File: src/rtl/command_interpreter_if.sv
// Host-side UART byte stream, processor bus and core reset between the interpreter and its environment.
// master = interpreter, slave = UART/bus/core side.
interface command_interpreter_if #(
  parameter int DATA_WIDTH = 32,
  parameter int ADDR_WIDTH = 32
);
  logic [7:0]            rx_data;
  logic                  rx_valid;
  logic                  rx_ready;
  logic [7:0]            tx_data;
  logic                  tx_valid;
  logic                  tx_ready;
  logic                  core_reset;
  logic                  bus_req;
  logic                  bus_we;
  logic                  bus_space;
  logic [ADDR_WIDTH-1:0] bus_addr;
  logic [DATA_WIDTH-1:0] bus_wdata;
  logic [DATA_WIDTH-1:0] bus_rdata;
  logic                  bus_ack;
  logic                  busy;

  modport master (
    input  rx_data, rx_valid, tx_ready, bus_rdata, bus_ack,
    output rx_ready, tx_data, tx_valid, core_reset, bus_req, bus_we, bus_space,
           bus_addr, bus_wdata, busy
  );

  modport slave (
    output rx_data, rx_valid, tx_ready, bus_rdata, bus_ack,
    input  rx_ready, tx_data, tx_valid, core_reset, bus_req, bus_we, bus_space,
           bus_addr, bus_wdata, busy
  );
endinterface

File: src/rtl/command_interpreter.sv
// Parses framed host commands into bus accesses / core reset pulses and streams response bytes back.
// Bus request starts the cycle after the last frame byte; rx is stalled while a command is in flight, tx waits on tx_ready.
module command_interpreter #(
  parameter int DATA_WIDTH     = 32,
  parameter int ADDR_WIDTH     = 32,
  parameter int RESET_CYCLES   = 16,
  parameter int TIMEOUT_CYCLES = 1024
) (
  input logic                  clk,
  input logic                  reset,
  command_interpreter_if.master ci
);

  localparam int DB = DATA_WIDTH / 8;
  localparam int AB = ADDR_WIDTH / 8;
  localparam int BW = 8;
  localparam int TW = $clog2(TIMEOUT_CYCLES + 1);
  localparam int RW = $clog2(RESET_CYCLES + 1);
  localparam logic [BW-1:0] ADDR_LAST = BW'(AB - 1);
  localparam logic [BW-1:0] DATA_LAST = BW'(DB - 1);
  localparam logic [TW-1:0] TMO_LAST  = TW'(TIMEOUT_CYCLES - 1);
  localparam logic [RW-1:0] RST_LAST  = RW'(RESET_CYCLES - 1);

  localparam logic [7:0] RSP_OK   = 8'h55;
  localparam logic [7:0] RSP_ERR  = 8'hEE;
  localparam logic [7:0] RSP_PING = 8'hA5;

  typedef enum logic [2:0] {
    IDLE, GET_ADDR, GET_DATA, BUS, CORE_RST, SEND
  } state_t;

  state_t                state_q;
  logic [BW-1:0]         byte_cnt_q;
  logic [TW-1:0]         tmo_cnt_q;
  logic [RW-1:0]         rst_cnt_q;
  logic                  rx_ready_q;
  logic                  tx_valid_q;
  logic                  core_reset_q;
  logic                  bus_req_q;
  logic                  we_q;
  logic                  space_q;
  logic [ADDR_WIDTH-1:0] addr_q;
  logic [DATA_WIDTH-1:0] wdata_q;
  logic [DATA_WIDTH-1:0] resp_q;
  logic                  resp_multi_q;

  logic rx_fire;
  logic tx_fire;
  assign rx_fire = ci.rx_valid & rx_ready_q;
  assign tx_fire = tx_valid_q & ci.tx_ready;

  // Single-byte responses sit in the top byte so tx_data always reads the MSB.
  function automatic logic [DATA_WIDTH-1:0] top_byte(input logic [7:0] b);
    return DATA_WIDTH'(b) << (DATA_WIDTH - 8);
  endfunction

  always_ff @(posedge clk) begin
    if (reset) begin
      state_q      <= IDLE;
      byte_cnt_q   <= '0;
      tmo_cnt_q    <= '0;
      rst_cnt_q    <= '0;
      rx_ready_q   <= 1'b1;
      tx_valid_q   <= 1'b0;
      core_reset_q <= 1'b0;
      bus_req_q    <= 1'b0;
      we_q         <= 1'b0;
      space_q      <= 1'b0;
      addr_q       <= '0;
      wdata_q      <= '0;
      resp_q       <= '0;
      resp_multi_q <= 1'b0;
    end else begin
      unique case (state_q)
        IDLE: begin
          if (rx_fire) begin
            byte_cnt_q   <= '0;
            resp_multi_q <= 1'b0;
            case (ci.rx_data)
              8'h01: begin
                state_q      <= CORE_RST;
                rx_ready_q   <= 1'b0;
                core_reset_q <= 1'b1;
                rst_cnt_q    <= '0;
              end
              8'h02, 8'h03, 8'h04, 8'h05: begin
                // Opcode bit 0 selects write, bit 2 selects the register file.
                state_q <= GET_ADDR;
                we_q    <= ci.rx_data[0];
                space_q <= ci.rx_data[2];
              end
              8'h06: begin
                state_q    <= SEND;
                rx_ready_q <= 1'b0;
                tx_valid_q <= 1'b1;
                resp_q     <= top_byte(RSP_PING);
              end
              default: begin
                state_q    <= SEND;
                rx_ready_q <= 1'b0;
                tx_valid_q <= 1'b1;
                resp_q     <= top_byte(RSP_ERR);
              end
            endcase
          end
        end
        GET_ADDR: begin
          if (rx_fire) begin
            addr_q <= (addr_q << 8) | ADDR_WIDTH'(ci.rx_data);
            if (byte_cnt_q == ADDR_LAST) begin
              byte_cnt_q <= '0;
              if (we_q) begin
                state_q <= GET_DATA;
              end else begin
                state_q    <= BUS;
                rx_ready_q <= 1'b0;
                bus_req_q  <= 1'b1;
                tmo_cnt_q  <= '0;
              end
            end else begin
              byte_cnt_q <= byte_cnt_q + 1'b1;
            end
          end
        end
        GET_DATA: begin
          if (rx_fire) begin
            wdata_q <= (wdata_q << 8) | DATA_WIDTH'(ci.rx_data);
            if (byte_cnt_q == DATA_LAST) begin
              byte_cnt_q <= '0;
              state_q    <= BUS;
              rx_ready_q <= 1'b0;
              bus_req_q  <= 1'b1;
              tmo_cnt_q  <= '0;
            end else begin
              byte_cnt_q <= byte_cnt_q + 1'b1;
            end
          end
        end
        BUS: begin
          // Ack is checked first so an ack in the last allowed cycle still completes.
          if (ci.bus_ack) begin
            bus_req_q    <= 1'b0;
            state_q      <= SEND;
            tx_valid_q   <= 1'b1;
            byte_cnt_q   <= '0;
            resp_multi_q <= ~we_q;
            resp_q       <= we_q ? top_byte(RSP_OK) : ci.bus_rdata;
          end else if (tmo_cnt_q == TMO_LAST) begin
            bus_req_q  <= 1'b0;
            state_q    <= SEND;
            tx_valid_q <= 1'b1;
            resp_q     <= top_byte(RSP_ERR);
          end else begin
            tmo_cnt_q <= tmo_cnt_q + 1'b1;
          end
        end
        CORE_RST: begin
          if (rst_cnt_q == RST_LAST) begin
            core_reset_q <= 1'b0;
            state_q      <= SEND;
            tx_valid_q   <= 1'b1;
            resp_q       <= top_byte(RSP_OK);
          end else begin
            rst_cnt_q <= rst_cnt_q + 1'b1;
          end
        end
        SEND: begin
          if (tx_fire) begin
            if (!resp_multi_q || byte_cnt_q == DATA_LAST) begin
              tx_valid_q <= 1'b0;
              rx_ready_q <= 1'b1;
              state_q    <= IDLE;
            end else begin
              resp_q     <= resp_q << 8;
              byte_cnt_q <= byte_cnt_q + 1'b1;
            end
          end
        end
        default: state_q <= IDLE;
      endcase
    end
  end

  assign ci.rx_ready   = rx_ready_q;
  assign ci.tx_valid   = tx_valid_q;
  assign ci.tx_data    = resp_q[DATA_WIDTH-1 -: 8];
  // The processor leaves reset in the same cycle the interpreter is reset.
  assign ci.core_reset = core_reset_q & ~reset;
  assign ci.bus_req    = bus_req_q;
  assign ci.bus_we     = we_q;
  assign ci.bus_space  = space_q;
  assign ci.bus_addr   = addr_q;
  assign ci.bus_wdata  = wdata_q;
  assign ci.busy       = (state_q != IDLE);

endmodule
File: src/flat_wrapper.sv
// flat-port wrapper written by rule: the top's interface ports become plain ports
module command_interpreter_flat 
#(
  parameter int DATA_WIDTH     = 32,
  parameter int ADDR_WIDTH     = 32,
  parameter int RESET_CYCLES   = 16,
  parameter int TIMEOUT_CYCLES = 1024
)
  (clk, reset, ci_rx_data, ci_rx_valid, ci_tx_ready, ci_bus_rdata, ci_bus_ack, ci_rx_ready, ci_tx_data, ci_tx_valid, ci_core_reset, ci_bus_req, ci_bus_we, ci_bus_space, ci_bus_addr, ci_bus_wdata, ci_busy);
  command_interpreter_if #(.DATA_WIDTH(DATA_WIDTH), .ADDR_WIDTH(ADDR_WIDTH)) ci_i ();
  input logic clk;
  input logic reset;
  input wire logic [$bits(ci_i.rx_data)-1:0] ci_rx_data;
  input wire logic [$bits(ci_i.rx_valid)-1:0] ci_rx_valid;
  input wire logic [$bits(ci_i.tx_ready)-1:0] ci_tx_ready;
  input wire logic [$bits(ci_i.bus_rdata)-1:0] ci_bus_rdata;
  input wire logic [$bits(ci_i.bus_ack)-1:0] ci_bus_ack;
  output wire logic [$bits(ci_i.rx_ready)-1:0] ci_rx_ready;
  output wire logic [$bits(ci_i.tx_data)-1:0] ci_tx_data;
  output wire logic [$bits(ci_i.tx_valid)-1:0] ci_tx_valid;
  output wire logic [$bits(ci_i.core_reset)-1:0] ci_core_reset;
  output wire logic [$bits(ci_i.bus_req)-1:0] ci_bus_req;
  output wire logic [$bits(ci_i.bus_we)-1:0] ci_bus_we;
  output wire logic [$bits(ci_i.bus_space)-1:0] ci_bus_space;
  output wire logic [$bits(ci_i.bus_addr)-1:0] ci_bus_addr;
  output wire logic [$bits(ci_i.bus_wdata)-1:0] ci_bus_wdata;
  output wire logic [$bits(ci_i.busy)-1:0] ci_busy;
  assign ci_i.rx_data = ci_rx_data;
  assign ci_i.rx_valid = ci_rx_valid;
  assign ci_i.tx_ready = ci_tx_ready;
  assign ci_i.bus_rdata = ci_bus_rdata;
  assign ci_i.bus_ack = ci_bus_ack;
  assign ci_rx_ready = ci_i.rx_ready;
  assign ci_tx_data = ci_i.tx_data;
  assign ci_tx_valid = ci_i.tx_valid;
  assign ci_core_reset = ci_i.core_reset;
  assign ci_bus_req = ci_i.bus_req;
  assign ci_bus_we = ci_i.bus_we;
  assign ci_bus_space = ci_i.bus_space;
  assign ci_bus_addr = ci_i.bus_addr;
  assign ci_bus_wdata = ci_i.bus_wdata;
  assign ci_busy = ci_i.busy;
  command_interpreter #(.DATA_WIDTH(DATA_WIDTH), .ADDR_WIDTH(ADDR_WIDTH), .RESET_CYCLES(RESET_CYCLES), .TIMEOUT_CYCLES(TIMEOUT_CYCLES)) u_core (.clk(clk), .reset(reset), .ci(ci_i));
endmodule
File: config.mk
export PLATFORM = sky130hd
export DESIGN_NAME = command_interpreter_flat
export DESIGN_NICKNAME = d
export VERILOG_FILES = /design/src/rtl/command_interpreter_if.sv /design/src/rtl/command_interpreter.sv /design/src/flat_wrapper.sv
export SDC_FILE = /design/constraint.sdc
export NUM_CORES = 1
export LEC_CHECK = 0
export ABC_AREA = 1
export BUFFER_PORTS_ARGS = -buffer_cell sky130_fd_sc_hd__buf_4
export CAP_MARGIN = 40
export CORE_MARGIN = 10
export CORE_UTILIZATION = 50
export DETAILED_ROUTE_END_ITERATION = 8
export GPL_TIMING_DRIVEN = 0
export PLACE_DENSITY = 0.78
export SYNTH_ARGS = -nofsm -noshare
export SYNTH_HDL_FRONTEND = slang
export SYNTH_SLANG_ARGS = --single-unit
export TNS_END_PERCENT = 20
File: constraint.sdc
create_clock -name clk -period 4.5 [get_ports clk]
set_input_delay 0.45 -clock clk [delete_from_list [all_inputs] [get_ports clk]]
set_output_delay 0.45 -clock clk [all_outputs]
set_load 0.01 [all_outputs]
==> metrics.txt <==
Post-Synthesis Cell Area=6120 um^2; top layer in use=met4; Reg clk slew, reported paths=0.05 ns; CP bufs+invs=1; Fillers=1141; Min-Delay Endpoint=u_core.ci.bus_addr[6]; Root Buffer=clkbuf_16; sequential area share after synthesis=42.5%; fin crit period=2.19 ns; CP startpoint kind=flop; Std-Cell Rows=40; critical path peak fanout=10; total power=0.00460 W; routed wl met3=1410 um; dominant cells by area after synthesis=dfxtp_1 (43%), nand2_1 (12%), nor2_1 (9.0%); DR vias/cell=5.25; Hold Path Origin=ci_rx_data[6]; status=complete, no violations; worst hold path stage count=3; Setup Crit Path Kind=flop to flop; largest net degree at the start of global routing=17; TNS Setup=0 ns; final period utilization=48.6%; total track usage=20.3%; Setup crit end kind=flop; setup bufs post-CTS=0; worst-path cell chain=ha_1, nand2_1, nor2_2, nand3_1, nand2_1, nand2_2, nor2_8, buf_4, nand3_1, nand2_1, nor2_1; number of routed nets with antenna violations=0; CP max stage cell=dfxtp_1; H-tree levels=4; initial antenna violation count=0; CTS tree=done; ys async rst share=0%; Post-CTS Resized=0; Clock Skew=0.0113 ns; max-cap violations=0; Main synth FF type=dfxtp_1; cell family with most CP delay=simple AND/OR/NAND/NOR gates; r2r setup slk=2.31 ns; wire length per cell=14.6 um; Cells after DPL=1163; FF-to-FF path depth=11; Critical Path AT=2.49 ns; setup violators final=0; DRC violation total after the first TritonRoute iteration=554; Max Slew Vio Count=0; vias in the first global route=5772; Worst Max-Slew Pin Slew=0.567 ns; PD cells=593 nW/um^2; Bufs on Longest Clock Path=2; met2 wire length=8320 um; die width=131 um; Yosys reg bits=130; Slew Limit Headroom=62.2%; gr ovfl total=0; multi-input combinational cell area=3040 um^2; drt drc=0; Worst VDD drop=0.503 mV; die extent in y=131 um; Fin. Hold Viols=0; CTS Buf Count=17; Vias=6260; first-pass GRT wire length=28000 um; Required @ worst endpoint=4.80 ns; gp weighted congestion=0.943; register area=2600 um^2; RSZ-0062 raised after global routing=no; Netlist cell types=32; IO Pins=124; CTS Sinks=130; area share of the leading cell type in the synthesized netlist=42.5%; cell mode on critical path=nand2_1; Final Non-Filler Cells=1192; FMAX=457 MHz; Starting Density=50.9%; Post-Route WL=17400 um; Worst R2R End=u_core.resp_q[29]; layout cell share with drive strength beyond 1=18.3%; leakage=3.43 nW; routed metal-1 wirelength=7480 um; cts hold-fix bufs=0; syn nets=943; synth warn=0; cells after synthesis=894; largest area contributor in the synthesized netlist=dfxtp_1; die area=17100 um^2; post-DP HPWL=12700 um; core outline area=12000 um^2; EDFF count, synth=0; Worst path max stage delay=0.43 ns; Initial DRT Pass Iterations=5; Reg2Reg Launch Point=u_core.tmo_cnt_q[0]; synthesized area per cell=6.85 um^2; Final nets=1084; Area Growth Syn to Fin=26.9%; Inserted Diodes=0; Min-Delay Path Class=input port to flop; IO Port Bufs=122; Skew-Pair Late Insertion Delay=0.42 ns
-- report_power, final --
| part | switching [W] | leakage, nW | internal [W] |
|---|---|---|---|
| Sequential | 0.000144 | 1.06 | 0.00136 |
| Clock | 0.000485 | 0.269 | 0.000802 |
| Combinational | 0.00113 | 2.10 | 0.000687 |
| Total | 0.00176 | 3.43 | 0.00285 |
-- placed cells by master (no fill, tap or decap), types with 2 or more instances in the layout --
cell / n
clkinv_2: 4
clkinv_4: 2
clkbuf_1: 34
buf_4: 137
buf_1: 2
nand3_1: 96
a22oi_1: 16
clkbuf_16: 17
inv_1: 44
nor3_1: 8
nand2_1: 193
o21ai_0: 48
xnor2_1: 3
a21oi_1: 107
xor2_1: 7
nor3b_1: 4
bufinv_16: 2
nor2_2: 6
dfxtp_1: 130
inv_2: 4
nand2_2: 4
nor2_1: 147
buf_2: 9
ha_1: 4
nand4_1: 4
-- flip-flops by register name, summed over array words and instances (netlist names) --
signal / cells
u_core.ci.bus_we: 1
u_core.ci.tx_valid: 1
u_core.ci.bus_req: 1
u_core.ci.bus_space: 1
u_core.byte_cnt_q: 8
u_core.resp_multi_q: 1
u_core.state_q: 3
u_core.resp_q: 32
u_core.ci.bus_addr: 32
u_core.tmo_cnt_q: 11
u_core.ci.rx_ready: 1
u_core.core_reset_q: 1
u_core.rst_cnt_q: 5
u_core.ci.bus_wdata: 32
-- Yosys cell counts, types with 2 or more instances --
master,number
nand2_1,193
nor2_1,147
dfxtp_1,130
a21oi_1,107
nand3_1,96
o21ai_0,48
inv_1,44
clkbuf_1,32
a22oi_1,16
buf_4,15
buf_2,9
nor3_1,8
xor2_1,7
nor2_2,6
ha_1,4
inv_2,4
nand2_2,4
nand4_1,4
nor3b_1,4
xnor2_1,3
buf_1,2
-- worst reg2reg max path: cells and delay by family, from the launching register on --
kind,cells,cell delay [ns]
flops,1,0.43
simple gates,9,1.23
fa+ha+maj,1,0.20
buf+inv,1,0.22
-- worst max-delay path by stage --
| stage | start | end | slack (ns) | depth (start not counted) |
|---|---|---|---|---|
| CTS | u_core.tmo_cnt_q[0] | u_core.resp_q[29] | 2.39 | 11 |
| detailed placement | reset | ci_core_reset | 2.43 | 4 |
| finish | u_core.tmo_cnt_q[0] | u_core.resp_q[29] | 2.31 | 11 |
| floorplan | u_core.tmo_cnt_q[0] | u_core.resp_q[23] | 2.78 | 11 |
| global route | u_core.byte_cnt_q[0] | u_core.resp_q[18] | 2.17 | 10 |
| global placement | u_core.tmo_cnt_q[0] | u_core.resp_q[30] | 2.44 | 11 |
-- metrics by stage --
stage	worst slack (ns)	cell area, um^2	hold WS [ns]	util, %
detailed placement	2.43	7220	0.441	60.1
CTS	2.39	7770	0.285	64.7
global placement	2.44	7220	0.442	60.1
finish	2.31	7770	0.293	64.7
global route	2.17	7770	0.302	64.7
floorplan	2.78	6120	0.439	-
-- final cells by class --
type | instances | area share, %
Multi-Input combinational cell | 657 | 39.1
Sequential cell | 130 | 33.5
Timing Repair Buffer | 122 | 11.8
Clock buffer | 19 | 5.57
Buffer | 59 | 3.82
Tap cell | 147 | 2.37
Inverter | 48 | 2.32
Clock inverter | 10 | 1.47
-- per-layer routing --
layer	vias up	GRT usage (%)
met5	-	0
met3	23	7.94
met4	0	5.62
met2	186	32.4
li1	3217	-
met1	2834	24.8
-- kinds of logic (layout without fill, tap and decap cells) --
kind of cell | count (synthesis) | after routing | share of synthesized area, %
and+or+nand+nor | 466 | 466 | 32.1
AOI/OAI and AO/OA | 177 | 177 | 15.4
DFF | 130 | 130 | 42.5
buffers and inverters | 107 | 258 | 7.79
xor gates and xnor gates | 10 | 10 | 1.43
adders and majority gates | 4 | 4 | 0.818
(Power assumes the default switching activity.)
